==> config.mk <==
export PLATFORM = sky130hd
export DESIGN_NAME = neopix_decoder
export DESIGN_NICKNAME = d
export VERILOG_FILES = /design/src/rtl/neopix_decoder.sv
export SDC_FILE = /design/constraint.sdc
export NUM_CORES = 1
export LEC_CHECK = 0
export ABC_AREA = 1
export BUFFER_PORTS_ARGS = -buffer_cell sky130_fd_sc_hd__buf_2
export CELL_PAD_IN_SITES_DETAIL_PLACEMENT = 0
export CELL_PAD_IN_SITES_GLOBAL_PLACEMENT = 1
export CORE_MARGIN = 10
export CORE_UTILIZATION = 35
export CTS_CLUSTER_DIAMETER = 60
export DETAILED_ROUTE_END_ITERATION = 16
export PLACE_DENSITY = 0.64
export SLEW_MARGIN = 20
export SYNTH_ARGS = -nofsm -noshare
export SYNTH_HDL_FRONTEND = slang
export SYNTH_SLANG_ARGS = --single-unit
export TNS_END_PERCENT = 10
==> constraint.sdc <==
create_clock -name CLOCK_50 -period 2.2 [get_ports CLOCK_50]
set_clock_uncertainty 0.05 [all_clocks]
set_input_delay 0.11 -clock CLOCK_50 [delete_from_list [all_inputs] [get_ports CLOCK_50]]
set_output_delay 0.11 -clock CLOCK_50 [all_outputs]
set_load 0.01 [all_outputs]
==> src/rtl/neopix_decoder.sv <==
// rtl/neopix_decoder.sv - WS2812 GRB stream receiver; define NEOPIX_DEC_ERR_CNT_EN to add err_count
module neopix_decoder #(
    parameter int BIT_THRESH   = 30,
    parameter int MIN_HIGH     = 8,
    parameter int MAX_HIGH     = 60,
    parameter int LATCH_CYCLES = 2500,
    parameter int PIX_W        = 3
) (
    input  logic             CLOCK_50,
    input  logic             reset_n,
    input  logic             neopixel_data,
    output logic [7:0]       red,
    output logic [7:0]       green,
    output logic [7:0]       blue,
    output logic [PIX_W-1:0] pixel_index,
    output logic             pixel_valid,
    output logic             frame_done,
    output logic             error
`ifdef NEOPIX_DEC_ERR_CNT_EN
    ,
    output logic [7:0]       err_count
`endif
);
    localparam int HW = $clog2(MAX_HIGH + 2);
    localparam int LW = $clog2(LATCH_CYCLES + 1);
    localparam logic [HW-1:0] H_SAT  = HW'(MAX_HIGH + 1);
    localparam logic [HW-1:0] H_MIN  = HW'(MIN_HIGH);
    localparam logic [HW-1:0] H_MAX  = HW'(MAX_HIGH);
    localparam logic [HW-1:0] H_ONE  = HW'(BIT_THRESH);
    localparam logic [LW-1:0] L_LAST = LW'(LATCH_CYCLES - 1);
    localparam logic [LW-1:0] L_SAT  = LW'(LATCH_CYCLES);

    typedef enum logic [1:0] {WAIT_LATCH, IDLE, HIGH, LOW} state_t;
    state_t state, state_nxt;

    logic             sync1, s, s_d;
    logic             rise, fall;
    logic [HW-1:0]    hcnt;
    logic [LW-1:0]    lcnt;
    logic [23:0]      sr, sr_nxt;
    logic [4:0]       bitcnt;
    logic [PIX_W-1:0] word_idx;
    logic             bit_val, bit_ok, bit_bad, latch_hit, wait_done, err_evt;

    always_ff @(posedge CLOCK_50 or negedge reset_n) begin
        if (!reset_n) begin
            sync1 <= 1'b0;
            s     <= 1'b0;
            s_d   <= 1'b0;
        end else begin
            sync1 <= neopixel_data;
            s     <= sync1;
            s_d   <= s;
        end
    end

    assign rise = s & ~s_d;
    assign fall = ~s & s_d;

    always_ff @(posedge CLOCK_50 or negedge reset_n) begin
        if (!reset_n) state <= WAIT_LATCH;
        else          state <= state_nxt;
    end

    always_comb begin
        state_nxt = state;
        case (state)
            WAIT_LATCH: if (wait_done) state_nxt = IDLE;
            IDLE:       if (rise) state_nxt = HIGH;
            HIGH:       if (fall) state_nxt = LOW;
            LOW: begin
                if (rise)           state_nxt = HIGH;
                else if (latch_hit) state_nxt = IDLE;
            end
            default:    state_nxt = WAIT_LATCH;
        endcase
    end

    always_comb begin
        bit_ok    = 1'b0;
        bit_bad   = 1'b0;
        latch_hit = 1'b0;
        wait_done = 1'b0;
        bit_val   = (hcnt >= H_ONE);
        sr_nxt    = {sr[22:0], bit_val};
        case (state)
            WAIT_LATCH: wait_done = !s && (lcnt == L_LAST);
            HIGH: begin
                if (fall) begin
                    if (hcnt < H_MIN || hcnt > H_MAX) bit_bad = 1'b1;
                    else                              bit_ok  = 1'b1;
                end
            end
            LOW:        latch_hit = !s && (lcnt == L_LAST);
            default:    ;
        endcase
    end

    assign err_evt = bit_bad | (latch_hit & (bitcnt != 5'd0));

    // Colour outputs load on the falling-edge cycle of bit 24, so they appear the cycle after.
    always_ff @(posedge CLOCK_50 or negedge reset_n) begin
        if (!reset_n) begin
            hcnt        <= '0;
            lcnt        <= '0;
            sr          <= '0;
            bitcnt      <= '0;
            word_idx    <= '0;
            red         <= '0;
            green       <= '0;
            blue        <= '0;
            pixel_index <= '0;
            pixel_valid <= 1'b0;
            frame_done  <= 1'b0;
        end else begin
            pixel_valid <= 1'b0;
            frame_done  <= 1'b0;
            case (state)
                WAIT_LATCH: begin
                    if (s || wait_done) lcnt <= '0;
                    else                lcnt <= lcnt + 1'b1;
                end
                IDLE: begin
                    if (rise) begin
                        hcnt <= HW'(1);
                        lcnt <= '0;
                    end
                end
                HIGH: begin
                    if (!fall) begin
                        if (hcnt != H_SAT) hcnt <= hcnt + 1'b1;
                    end else begin
                        hcnt <= '0;
                        lcnt <= LW'(1);
                        if (bit_ok) begin
                            sr <= sr_nxt;
                            if (bitcnt == 5'd23) begin
                                bitcnt      <= '0;
                                green       <= sr_nxt[23:16];
                                red         <= sr_nxt[15:8];
                                blue        <= sr_nxt[7:0];
                                pixel_index <= word_idx;
                                word_idx    <= word_idx + 1'b1;
                                pixel_valid <= 1'b1;
                            end else begin
                                bitcnt <= bitcnt + 1'b1;
                            end
                        end
                    end
                end
                LOW: begin
                    if (rise) begin
                        hcnt <= HW'(1);
                        lcnt <= '0;
                    end else if (latch_hit) begin
                        frame_done  <= 1'b1;
                        bitcnt      <= '0;
                        word_idx    <= '0;
                        pixel_index <= '0;
                        lcnt        <= '0;
                    end else if (lcnt != L_SAT) begin
                        lcnt <= lcnt + 1'b1;
                    end
                end
                default: ;
            endcase
        end
    end

    // A partial word at the latch re-arms the flag on the very cycle frame_done would clear it.
    always_ff @(posedge CLOCK_50 or negedge reset_n) begin
        if (!reset_n)       error <= 1'b0;
        else if (err_evt)   error <= 1'b1;
        else if (latch_hit) error <= 1'b0;
    end

`ifdef NEOPIX_DEC_ERR_CNT_EN
    always_ff @(posedge CLOCK_50 or negedge reset_n) begin
        if (!reset_n)                           err_count <= '0;
        else if (err_evt && err_count != 8'hFF) err_count <= err_count + 1'b1;
    end
`endif

endmodule

## After elaboration in Yosys (flattened, before gate mapping)

Index checks and enable logic that the tools add are counted.

| storage, ports and cells | value |
|---|---|
| bits in registers | 84 |
| input port bits | 3 |
| output and inout bits | 30 |
| word-level logic and storage cells | 114 |

| operators by class | value |
|---|---|
| add/subtract/negate cells | 4 |
| $lt $le $gt $ge | 3 |
| equal/unequal tests | 18 |
| mux-type cells | 50 |
| bitwise logic cells | 6 |
| reductions and logical operators | 17 |

Operator list:

| kind | number |
|---|---|
| two-way mux 12 bit | 6 |
| one-hot mux 12 bit (4 select lines) | 1 |
| two-way mux 5 bit | 5 |
| two-way mux 3 bit | 8 |
| two-way mux 6 bit | 3 |
| two-way mux 1 bit | 17 |
| != test 2 bit, second input constant | 7 |
| adder 12 x 1 -> 12 bit, second input constant | 1 |
| == test 12 bit, second input constant | 1 |
| != test 12 bit, second input constant | 1 |
| one-hot mux 3 bit (2 select lines) | 2 |
| one-hot mux 6 bit (2 select lines) | 1 |
| two-way mux 2 bit | 5 |
| one-hot mux 5 bit (2 select lines) | 1 |
| AND reduction 3 bit | 3 |
| one-hot mux 2 bit (4 select lines) | 1 |
| AND reduction 4 bit | 2 |
| adder 6 x 1 -> 6 bit, second input constant | 1 |
| greater-or-equal comparator 6 x 5 -> 1 bit, second input constant | 1 |
| greater-than comparator 6 bit, second input constant | 1 |
| < comparator 6 x 4 -> 1 bit, second input constant | 1 |
| != test 3 bit, second input constant | 2 |
| != test 6 bit, second input constant | 1 |
| AND reduction 6 bit | 1 |
| 18 further kinds | 25 |

## Longest topological paths before layout

Gate-level depths: netlist of run 1.

| logic depth | value |
|---|---|
| depth in word-level cells | 8 |
| depth in mapped cells | 12 |
| depth with buffers taken out | 12 |

## Worst setup path before layout of run 1

Ideal clock, no wire load.

| timing path | value |
|---|---|
| kind | register -> register |
| start | register lcnt[0] |
| end | register pixel_index[1] |
| library setup time | 118 ps |
| arrival | 1474 ps |
| data required time | 2032 ps |
| setup slack | 559 ps |
| cell stages (with the launch flop) | 12 |
| path buffers | 1 |
| clock period less this slack | 1641 ps |
| cell sequence | dfrtp_1 ha_1 nand2_2 nor2_4 nand3_4 nand2_2 nand2_2 inv_2 nand2_2 buf_6 nand2_1 o21ai_2 |

| between the ends | value |
|---|---|
| longest elaborated chain between the ends | 5 |

RTL lines:

| element | RTL line | source |
|---|---|---|
| start: declaration | 39 | `logic [LW-1:0] lcnt;` |
| start signal: assignment | 121 | `else lcnt <= lcnt + 1'b1;` |
| start signal: assignment | 162 | `lcnt <= lcnt + 1'b1;` |
| == test 12 bit | 94 | `LOW: latch_hit = !s && (lcnt == L_LAST);` |
| logical AND 1 bit | 94 |  |
| two-way mux 1 bit | 86 | `case (state)` |
| != test 2 bit (no source line) | -- |  |
| AND reduction 6 bit (no source line) | -- |  |
| end signal: assignment | 142 | `pixel_index <= word_idx;` |
| end: declaration | 15 | `output logic [PIX_W-1:0] pixel_index,` |

Every way passes these cells.
A chain may end at the register's enable or synchronous reset.

## Worst setup path in the final report of run 1

| timing path | value |
|---|---|
| start | register lcnt[0] |
| end | register lcnt[10] |

| between the ends | value |
|---|---|
| longest elaborated chain between the ends | 6 |
| elaborated cells on any way between the ends | 14 |
| classes of those cells | add/sub: 1; eq/ne: 3; mux: 7; reduce/logical: 3 |

RTL lines:

| element |
|---|
| parallel branches: the longest is 6 deep, another holds adder 12 x 1 -> 12 bit |

Parallel ways; which one is timed is not known. The select of a mux whose other input is x is not followed.

==> results.py, run 1 <==
metrics = {
    "routing": {
        "ant_nets": 0,
        "drc": 0,
        "drt-initial-drc-count": 139,
        "viasPerCell": 4.76,
        "via_count": 3256,
        "wl_per_cell_um": 13.3,
        "drtPass1Iterations": 5,
        "wirelength_um": 9060,
    },
    "synth": {
        "synth-edff-count": 0,
        "ys_seq_area_share_pct": 50.0,
        "synth-seq-cells": 84,
        "synth.most_common_cell": "nand2_1",
        "syn_area_mm2": 0.00420,
        "synth_area_leader_cell": "dfrtp_1",
        "yosysWarnings": 0,
        "synthFlopType": "dfrtp_1",
        "synthArstFlopShare_pct": 100,
        "netlist_instances": 500,
        "syn_nets": 512,
        "synth_area_per_cell_um2": 8.40,
        "ys_types": 35,
        "synthTopCellsByCount": "134 x nand2_1, 84 x dfrtp_1, 63 x inv_1, 41 x o21ai_0, 34 x nand3_1",
        "synth_top_area_share_pct": 50.0,
        "synth_area_leaders": "dfrtp_1 50%, nand2_1 12%, inv_1 5.6%, o21ai_0 4.9%, nand3_1 4.1%",
    },
    "die": {
        "die_h_um": 130,
        "die_w_um": 130,
        "core-area_mm2": 0.0116,
        "ios": 33,
        "initial_core_util_pct": 36.3,
        "die-area_mm2": 0.0168,
        "rows": 39,
    },
    "cts": {
        "clock-sinks": 84,
        "path_clk_slew_ns": 0.06,
        "post-cts-setup-buffers": 0,
        "h-tree-depth": 3,
        "clockBufferDepth": 2,
        "cts_tree": "yes",
        "clk-insertion-delay-late_ns": 0.33,
        "numCtsBuffers": 9,
        "cts_root_buf": "clkbuf_16",
        "cts_resized": 0,
    },
    "grt": {
        "grt_use_total_pct": 11.8,
        "antenna_found_initial": 0,
        "grt_pass1_vias": 3209,
        "gr-total-overflow": 0,
        "grt_pass1_wl_um": 15900,
        "grt_max_degree": 54,
    },
    "setup_path": {
        "slowest_delay_ns": 0.47,
        "cpMostUsedCell": "nand2_2",
        "critPathArrivalTime_ns": 2.13,
        "cp_cell_sequence": "ha_1 > nand2_2 > nor2_4 > nand3_4 > nand2_2 > nand2_2 > nand2_4 > inv_1 > nand2_1 > nand3_1",
        "r2r_slack_ns": 0.23,
        "path_buf_inv": 1,
        "required_ns": 2.36,
        "path_max_fanout": 15,
        "cp-end-kind": "register",
        "critPathTopFamily": "simple AND/OR/NAND/NOR gates",
        "worstSetupPathType": "reg -> reg",
        "crit_slowest_cell": "dfrtp_1",
        "start_kind": "register",
    },
    "placement": {
        "place_congestion": 0.808,
        "portBuffers": 32,
        "dp_slack_ns": 0.215,
        "hpwlAfterDp_um": 6490,
    },
    "power": {
        "seqPwrFrac_pct": 47.0,
        "internal-power_w": 0.00261,
        "p_sw_share_pct": 21.4,
        "clkPwrFrac_pct": 50.5,
        "p_switching_w": 0.000709,
        "vdd_ir_drop_max_mv": 0.313,
        "comb_power_share_pct": 2.5,
        "p_leak_nw": 2.40,
        "powerDensity_mw_per_mm2": 685,
    },
    "cells_and_area": {
        "fin_nets": 548,
        "drive_gt1_share_pct": 17.7,
        "areaGrowthSynthToFinish_pct": 15.3,
        "n_antenna_cell": 0,
    },
    "sta": {
        "setup_ws_ns": 0.232,
        "final_hold_viol_count": 0,
        "maxSlewHeadroom_pct": 52.8,
        "fin_crit_sh_pct": 89.4,
        "period_needed_ns": 1.97,
        "grt_setup_unrepaired": "no",
        "fmax_ghz": 0.508,
        "worst_pin_slew_ns": 0.708,
        "finalSetupTns_ns": 0,
        "finalSetupViolations": 0,
        "final_max_slew_viol_count": 0,
    },
    "outcome": {
        "status": "finished, final reports clean",
    },
    "min_path": {
        "hp-class": "reg -> reg",
    },
    "flow_run": {
        "maxCapViolations": 0,
    },
}
routing by layer:
metal,wire length (um),global-route usage (%),up-vias
li1,-,-,1673
met1,4320,14.4,1525
met2,4150,19.2,45
met3,410,3.34,13
met4,186,4.76,0
met5,0,0,-
kinds of logic (layout without fill, tap and decap cells):
| kind of cell | Yosys count | count (layout) | synth area share [%] |
|---|---|---|---|
| adders and majority gates | 9 | 9 | 2.68 |
| and+or+nand+nor | 231 | 231 | 25.6 |
| buffers and inverters | 87 | 128 | 9.23 |
| DFF | 84 | 84 | 50.0 |
| xor gates and xnor gates | 7 | 7 | 1.46 |
| AOI/OAI and AO/OA | 82 | 82 | 11.0 |
worst reg2reg max path: cells and delay by family (launching register included):
family | cells | cell delay, ns
adder cells (fa/ha/maj) | 1 | 0.32
buffers and inverters | 1 | 0.13
flip-flops | 1 | 0.47
AND/OR/NAND/NOR | 8 | 0.88
placed cells by master (no fill, tap or decap), types with 5 or more instances in the layout:
cell         n
o21ai_1     21
nand2_2      8
o21ai_0     41
nor2_1      19
nor3_1       6
clkbuf_16    9
nand2_1    134
a21oi_1      5
nand3_1     34
inv_1       63
dfrtp_1     84
xor2_1       7
buf_2       31
nand4_1     11
inv_2        8
o21ai_2      9
ha_1         9
nor2_4       5
buf_4        7
power by group through the flow:
stage               clock network, W  logic [W]  registers, W
floorplan                          0  0.0000356       0.00159
global placement                   0  0.0000839       0.00159
detailed placement                 0  0.0000854       0.00159
CTS                          0.00173  0.0000886       0.00156
global route                 0.00180  0.0000986       0.00156
finish                       0.00167  0.0000834       0.00156
state kept, by name, indices dropped and copies added, names as in the netlist:
signal,count
bitcnt,5
blue,8
error,1
frame_done,1
green,8
hcnt,6
lcnt,12
pixel_index,3
pixel_valid,1
red,8
s,1
s_d,1
sr,23
state,2
sync1,1
word_idx,3
final cells by class:
type | instances | area, um^2
flip-flops and latches | 84 | 2100
well taps | 143 | 179
repair buffers | 41 | 248
clock buffers | 10 | 239
fillers | 1198 | 6720
multi-input cells | 329 | 1720
clock inverters | 6 | 93.8
inverters | 71 | 267
per-stage QoR:
stage | utilization (%) | total power, W | hold slack (ns) | cell area (um^2) | std cells
after floorplan | - | 0.00162 | -0.236 | 4200 | 500
final | 41.9 | 0.00332 | 0.298 | 4850 | 684
after global placement | 38.9 | 0.00167 | 0.171 | 4490 | 666
after global routing | 41.9 | 0.00346 | 0.323 | 4850 | 684
after detailed placement | 38.9 | 0.00167 | 0.170 | 4490 | 666
after CTS | 41.9 | 0.00338 | 0.302 | 4850 | 684
final timing paths:
| path | start | endpoint | cells after the start |
|---|---|---|---|
| max | lcnt[0]$_DFFE_PN0P_ | lcnt[10]$_DFFE_PN0P_ | 10 |
| min | sync1$_DFF_PN0_ | s$_DFF_PN0_ | 0 |
| max reg2reg | lcnt[0]$_DFFE_PN0P_ | lcnt[10]$_DFFE_PN0P_ | 10 |
| min reg2reg | sync1$_DFF_PN0_ | s$_DFF_PN0_ | 0 |
| max in group asynchronous | reset_n | sr[15]$_DFFE_PN0P_ | 3 |
| min in group asynchronous | reset_n | sr[10]$_DFFE_PN0P_ | 2 |
timing repair:
item,CTS,global route
endpoints found under the hold margin,53,0
setup endpoints to repair,0,0
hold buffers,2,0
(Power assumes the default switching activity.)
==> inputs of run 2 (changes only) <==
Settings changed: RECOVER_POWER set to 25.
==> run 2 against run 1 <==
  * Worst setup slack improved by 0.0017 ns
  * Sequential power barely moved
  * Critical path depth did not move
  * Clock-buffer cell count did not move
  * Routed wire length rose by 0.17%
  * Combinational power fell by 0.6%
  * Worst hold slack did not move
  * Clock power barely moved
  * Global-route usage did not move
  * Core utilization fell by 0.26 points
  * Critical path type unchanged
  * Largest cell class unchanged
  * Highest routed layer unchanged
==> results.py, run 2 (synthesis results as in run 1) <==
metrics = {
    "outcome": {
        "status": "finished, final reports clean",
    },
    "die": {
        "core-area_mm2": 0.0116,
        "die_w_um": 130,
        "ios": 33,
        "die_h_um": 130,
        "initial_core_util_pct": 36.3,
        "die-area_mm2": 0.0168,
        "rows": 39,
    },
    "sta": {
        "setup_ws_ns": 0.234,
        "period_needed_ns": 1.97,
        "finalSetupViolations": 0,
        "fmax_ghz": 0.509,
        "finalSetupTns_ns": 0,
        "worst_pin_slew_ns": 1.37,
        "final_hold_viol_count": 0,
        "grt_setup_unrepaired": "no",
        "maxSlewHeadroom_pct": 8.55,
        "final_max_slew_viol_count": 0,
        "fin_crit_sh_pct": 89.4,
    },
    "cells_and_area": {
        "largest_register_ffs": 23,
        "fin_nets": 548,
        "reg_top3": "sr: 23 flops, lcnt: 12 flops",
        "largest-register": "sr",
        "n_antenna_cell": 0,
        "fin_area_mm2": 0.00482,
        "layout_commonest_cell": "nand2_1",
        "utilization_pct": 41.6,
        "drive_gt1_share_pct": 13.7,
        "final_cell_mix": "134 x nand2_1, 84 x dfrtp_1, 63 x inv_1",
        "areaGrowthSynthToFinish_pct": 14.6,
    },
    "cts": {
        "clockBufferDepth": 2,
        "clk-insertion-delay-late_ns": 0.33,
        "cts_resized": 0,
        "clock-sinks": 84,
        "h-tree-depth": 3,
        "cts_root_buf": "clkbuf_16",
        "cts_tree": "yes",
        "numCtsBuffers": 9,
        "path_clk_slew_ns": 0.06,
    },
    "setup_path": {
        "critPathLaunch": "lcnt[0]$_DFFE_PN0P_",
        "timing.rr.start": "lcnt[0]$_DFFE_PN0P_",
        "cpMostUsedCell": "nand2_2",
        "slowest_delay_ns": 0.47,
        "path_max_fanout": 15,
        "start_kind": "register",
        "cp-end-kind": "register",
        "worstSetupPathType": "reg -> reg",
        "critPathArrivalTime_ns": 2.13,
        "crit_slowest_cell": "dfrtp_1",
        "required_ns": 2.36,
        "cp_cell_sequence": "ha_1 > nand2_2 > nor2_4 > nand3_4 > nand2_2 > nand2_2 > nand2_4 > inv_1 > nand2_1 > nand3_1",
    },
    "power": {
        "p_leak_nw": 2.30,
        "comb_power_share_pct": 2.5,
        "powerDensity_mw_per_mm2": 689,
        "vdd_ir_drop_max_mv": 0.312,
        "p_switching_w": 0.000709,
        "seqPwrFrac_pct": 47.0,
        "internal-power_w": 0.00261,
        "p_sw_share_pct": 21.4,
        "clkPwrFrac_pct": 50.5,
    },
    "routing": {
        "via_count": 3265,
        "wirelength_um": 9080,
        "drc": 0,
        "wl_per_cell_um": 13.3,
        "viasPerCell": 4.77,
        "ant_nets": 0,
        "drtPass1Iterations": 5,
        "drt-initial-drc-count": 165,
    },
    "grt": {
        "grt_use_total_pct": 11.8,
        "gr-total-overflow": 0,
        "antenna_found_initial": 0,
        "grt_pass1_vias": 3209,
        "grt_pass1_wl_um": 15900,
        "grt_max_degree": 54,
    },
    "placement": {
        "portBuffers": 32,
        "dp_slack_ns": 0.215,
        "place_congestion": 0.808,
        "placed_cell_area_mm2": 0.00449,
        "hpwlAfterDp_um": 6490,
    },
    "min_path": {
        "min_from": "sync1$_DFF_PN0_",
        "hp-class": "reg -> reg",
    },
    "flow_run": {
        "maxCapViolations": 0,
    },
}
==> run 2: layout make-up <==
cell class | count | area (um^2)
Fill cell | 1201 | 6750
Timing Repair Buffer | 41 | 218
Multi-Input combinational cell | 329 | 1720
Clock buffer | 10 | 239
Clock inverter | 6 | 93.8
Tap cell | 143 | 179
Inverter | 71 | 267
Sequential cell | 84 | 2100
==> run 2: critical path, delay by kind of cell (launching register included) <==
family / cells / cell delay (ns)
DFF: 1 / 0.47
buffers and inverters: 1 / 0.13
and+or+nand+nor: 8 / 0.88
adders and majority gates: 1 / 0.32
==> run 2: worst paths after layout <==
kind,slack (ns),depth (start not counted),end
max,0.23,10,lcnt[10]$_DFFE_PN0P_
min,0.30,0,s$_DFF_PN0_
max reg2reg,0.23,10,lcnt[10]$_DFFE_PN0P_
min reg2reg,0.30,0,s$_DFF_PN0_
max in group asynchronous,0.69,2,hcnt[4]$_DFFE_PN0P_
min in group asynchronous,0.57,2,sr[10]$_DFFE_PN0P_
==> run 2: through the flow <==
step	power, W	hold slack [ns]	instances
6_report	0.00332	0.298	684
5_1_grt	0.00346	0.323	684
4_1_cts	0.00338	0.302	684
3_5_place_dp	0.00167	0.170	666
3_3_place_gp	0.00167	0.171	666
2_1_floorplan	0.00162	-0.236	500
==> run 2: routing by layer <==
layer | up-vias | wire [um] | GRT usage [%]
met4 | 0 | 166 | 4.76
met2 | 47 | 4160 | 19.2
met5 | - | 0 | 0
li1 | 1673 | - | -
met3 | 11 | 414 | 3.34
met1 | 1534 | 4340 | 14.4
==> run 2: power by group through the flow <==
stage                     Clock, W  Combinational (W)  Sequential (W)
after floorplan                  0          0.0000356         0.00159
after global placement           0          0.0000839         0.00159
after detailed placement         0          0.0000854         0.00159
after CTS                  0.00173          0.0000886         0.00156
after global routing       0.00180          0.0000981         0.00156
final                      0.00167          0.0000829         0.00156
==> run 2: what timing repair did <==
item,CTS,global route
setup buffers,0,0
endpoints found under the hold margin,53,0
hold buffers,2,0
==> inputs of run 3 (changes only) <==
Settings changed: PLACE_DENSITY 0.64 to not set, PLACE_DENSITY_LB_ADDON set to 0.1, SLEW_MARGIN 20 to not set.
Clock period 2.2 ns to 1.9 ns, I/O delays scaled along.
==> run 3 against run 2 <==
  * Highest routed layer unchanged
  * Routed wire length decreased by 0.55%
  * Core utilization increased by 1.3 points
  * Critical endpoint is now lcnt[9]$_DFFE_PN0P_
  * Via count fell by 0.31%
  * Worst hold slack improved by 0.0068 ns
  * Sequential share of layout area shrank 1.3 points
  * Global-route usage barely moved
  * Clock power rose by 21%
  * First-iteration DRC count rose by 33%
  * Final area rose by 3.2%
  * Combinational power increased by 23%
  * Critical path type unchanged
  * Clock-buffer cell count is 1 higher
==> results.py, run 3 (synthesis results as in run 1) <==
metrics = {
    "cells_and_area": {
        "n_antenna_cell": 0,
        "reg_top3": "sr: 23 flops, lcnt: 12 flops",
        "final_cell_mix": "134 x nand2_1, 83 x dfrtp_1, 62 x inv_1",
        "fin_nets": 559,
        "fin_area_mm2": 0.00497,
        "largest-register": "sr",
        "largest_register_ffs": 23,
        "areaGrowthSynthToFinish_pct": 18.3,
        "drive_gt1_share_pct": 19.6,
        "layout_commonest_cell": "nand2_1",
        "post_layout_nonfiller_instances": 695,
    },
    "sta": {
        "whs_ns": 0.305,
        "grt_setup_unrepaired": "no",
        "finalSetupTns_ns": 0,
        "final_max_slew_viol_count": 0,
        "final_hold_viol_count": 0,
        "period_needed_ns": 1.73,
        "fin_crit_sh_pct": 90.8,
        "maxSlewHeadroom_pct": 21.8,
        "finalSetupViolations": 0,
        "fmax_ghz": 0.579,
        "worst_pin_slew_ns": 1.17,
    },
    "placement": {
        "dp.cells": 677,
        "portBuffers": 32,
        "placed_cell_area_mm2": 0.00460,
        "hpwlAfterDp_um": 6420,
        "place_congestion": 0.816,
    },
    "routing": {
        "wirelength_um": 9030,
        "drtPass1Iterations": 4,
        "drc": 0,
        "via_count": 3255,
        "wl_per_cell_um": 13.0,
        "ant_nets": 0,
        "drt-initial-drc-count": 219,
        "viasPerCell": 4.68,
    },
    "die": {
        "core-area_mm2": 0.0116,
        "die_w_um": 130,
        "rows": 39,
        "initial_core_util_pct": 36.3,
        "ios": 33,
        "die-area_mm2": 0.0168,
        "die_h_um": 130,
    },
    "cts": {
        "path_clk_slew_ns": 0.07,
        "cts_tree": "yes",
        "clockBufferDepth": 2,
        "numCtsBuffers": 9,
        "clock-sinks": 84,
        "cts_root_buf": "clkbuf_16",
        "clk-insertion-delay-late_ns": 0.34,
        "h-tree-depth": 3,
    },
    "setup_path": {
        "worstSetupPathType": "reg -> reg",
        "required_ns": 2.08,
        "critPathArrivalTime_ns": 1.90,
        "path_max_fanout": 15,
        "cp-end-kind": "register",
        "start_kind": "register",
    },
    "grt": {
        "grt_pass1_vias": 3263,
        "grt_max_degree": 85,
        "grt_use_total_pct": 11.8,
        "antenna_found_initial": 0,
        "grt_pass1_wl_um": 15800,
        "gr-total-overflow": 0,
    },
    "flow_run": {
        "maxCapViolations": 0,
    },
    "min_path": {
        "hp-class": "reg -> reg",
    },
    "power": {
        "p_leak_nw": 2.45,
        "vdd_ir_drop_max_mv": 0.384,
        "total_power_w": 0.00393,
        "powerDensity_mw_per_mm2": 791,
    },
    "outcome": {
        "status": "finished, final reports clean",
    },
}
[run 3: cell types whose count changed in the layout (fill, tap and decap cells not counted), sizes merged]
cell      change
buf          +32
clkbuf       -20
bufinv        +1
clkinv        -1
clkinvlp      -1
[run 3: area by class of cell]
| class | count | area (um^2) |
|---|---|---|
| Fill cell | 1185 | 6590 |
| Sequential cell | 84 | 2100 |
| Multi-Input combinational cell | 329 | 1740 |
| Timing Repair Buffer | 52 | 343 |
| Inverter | 71 | 269 |
| Clock buffer | 11 | 233 |
| Tap cell | 143 | 179 |
| Clock inverter | 5 | 108 |
[run 3: repair_timing]
action,4_1_cts,5_1_grt
setup endpoints to repair,0,21
gates resized for setup,0,6
hold buffers,2,0
setup buffers,0,0
hold endpoints to repair,85,0
[run 3: metrics by stage]
step	worst slack, ns	utilization, %
3_5_place_dp	0.0992	39.8
5_1_grt	0.00740	43.0
3_3_place_gp	0.115	39.8
6_report	0.174	43.0
2_1_floorplan	0.259	-
4_1_cts	0.103	42.9
[run 3: critical path, stage by stage, from the launching register on]
cell     delay (ns)
dfrtp_1        0.40
ha_1           0.22
nand2_2        0.08
nor2_4         0.14
nand3_4        0.11
nand2_2        0.10
nand2_2        0.09
nand2_8        0.13
inv_1          0.12
nand2_1        0.07
nand3_1        0.07
[run 3: power by group]
group,switching (W),internal [W],leakage [nW],total [W]
clock,0.000728,0.00130,0.165,0.00202
combinational,0.0000739,0.0000281,1.12,0.000102
sequential,0.00000917,0.00180,1.16,0.00181
total,0.000811,0.00312,2.45,0.00393
[run 3: path summary, 6_finish.rpt]
path                                        end  slack, ns           startpoint  depth (start not counted)
max                         lcnt[9]$_DFFE_PN0P_       0.17  lcnt[0]$_DFFE_PN0P_                         10
min in group asynchronous    red[3]$_DFFE_PN0P_       0.58              reset_n                          3
max in group asynchronous  state[0]$_DFFE_PN0P_       0.36              reset_n                          3
min reg2reg                         s$_DFF_PN0_       0.30      sync1$_DFF_PN0_                          0
max reg2reg                 lcnt[9]$_DFFE_PN0P_       0.17  lcnt[0]$_DFFE_PN0P_                         10
min                                 s$_DFF_PN0_       0.30      sync1$_DFF_PN0_                          0
[run 3: metal layers]
| metal | vias up | routed length (um) | global-route usage (%) | part of all wire, % |
|---|---|---|---|---|
| li1 | 1697 | - | - | - |
| met1 | 1516 | 4210 | 14.1 | 47 |
| met2 | 37 | 4390 | 19.6 | 49 |
| met3 | 5 | 324 | 3.96 | 3.6 |
| met4 | 0 | 97 | 3.77 | 1.1 |
| met5 | - | 0 | 0 | 0 |
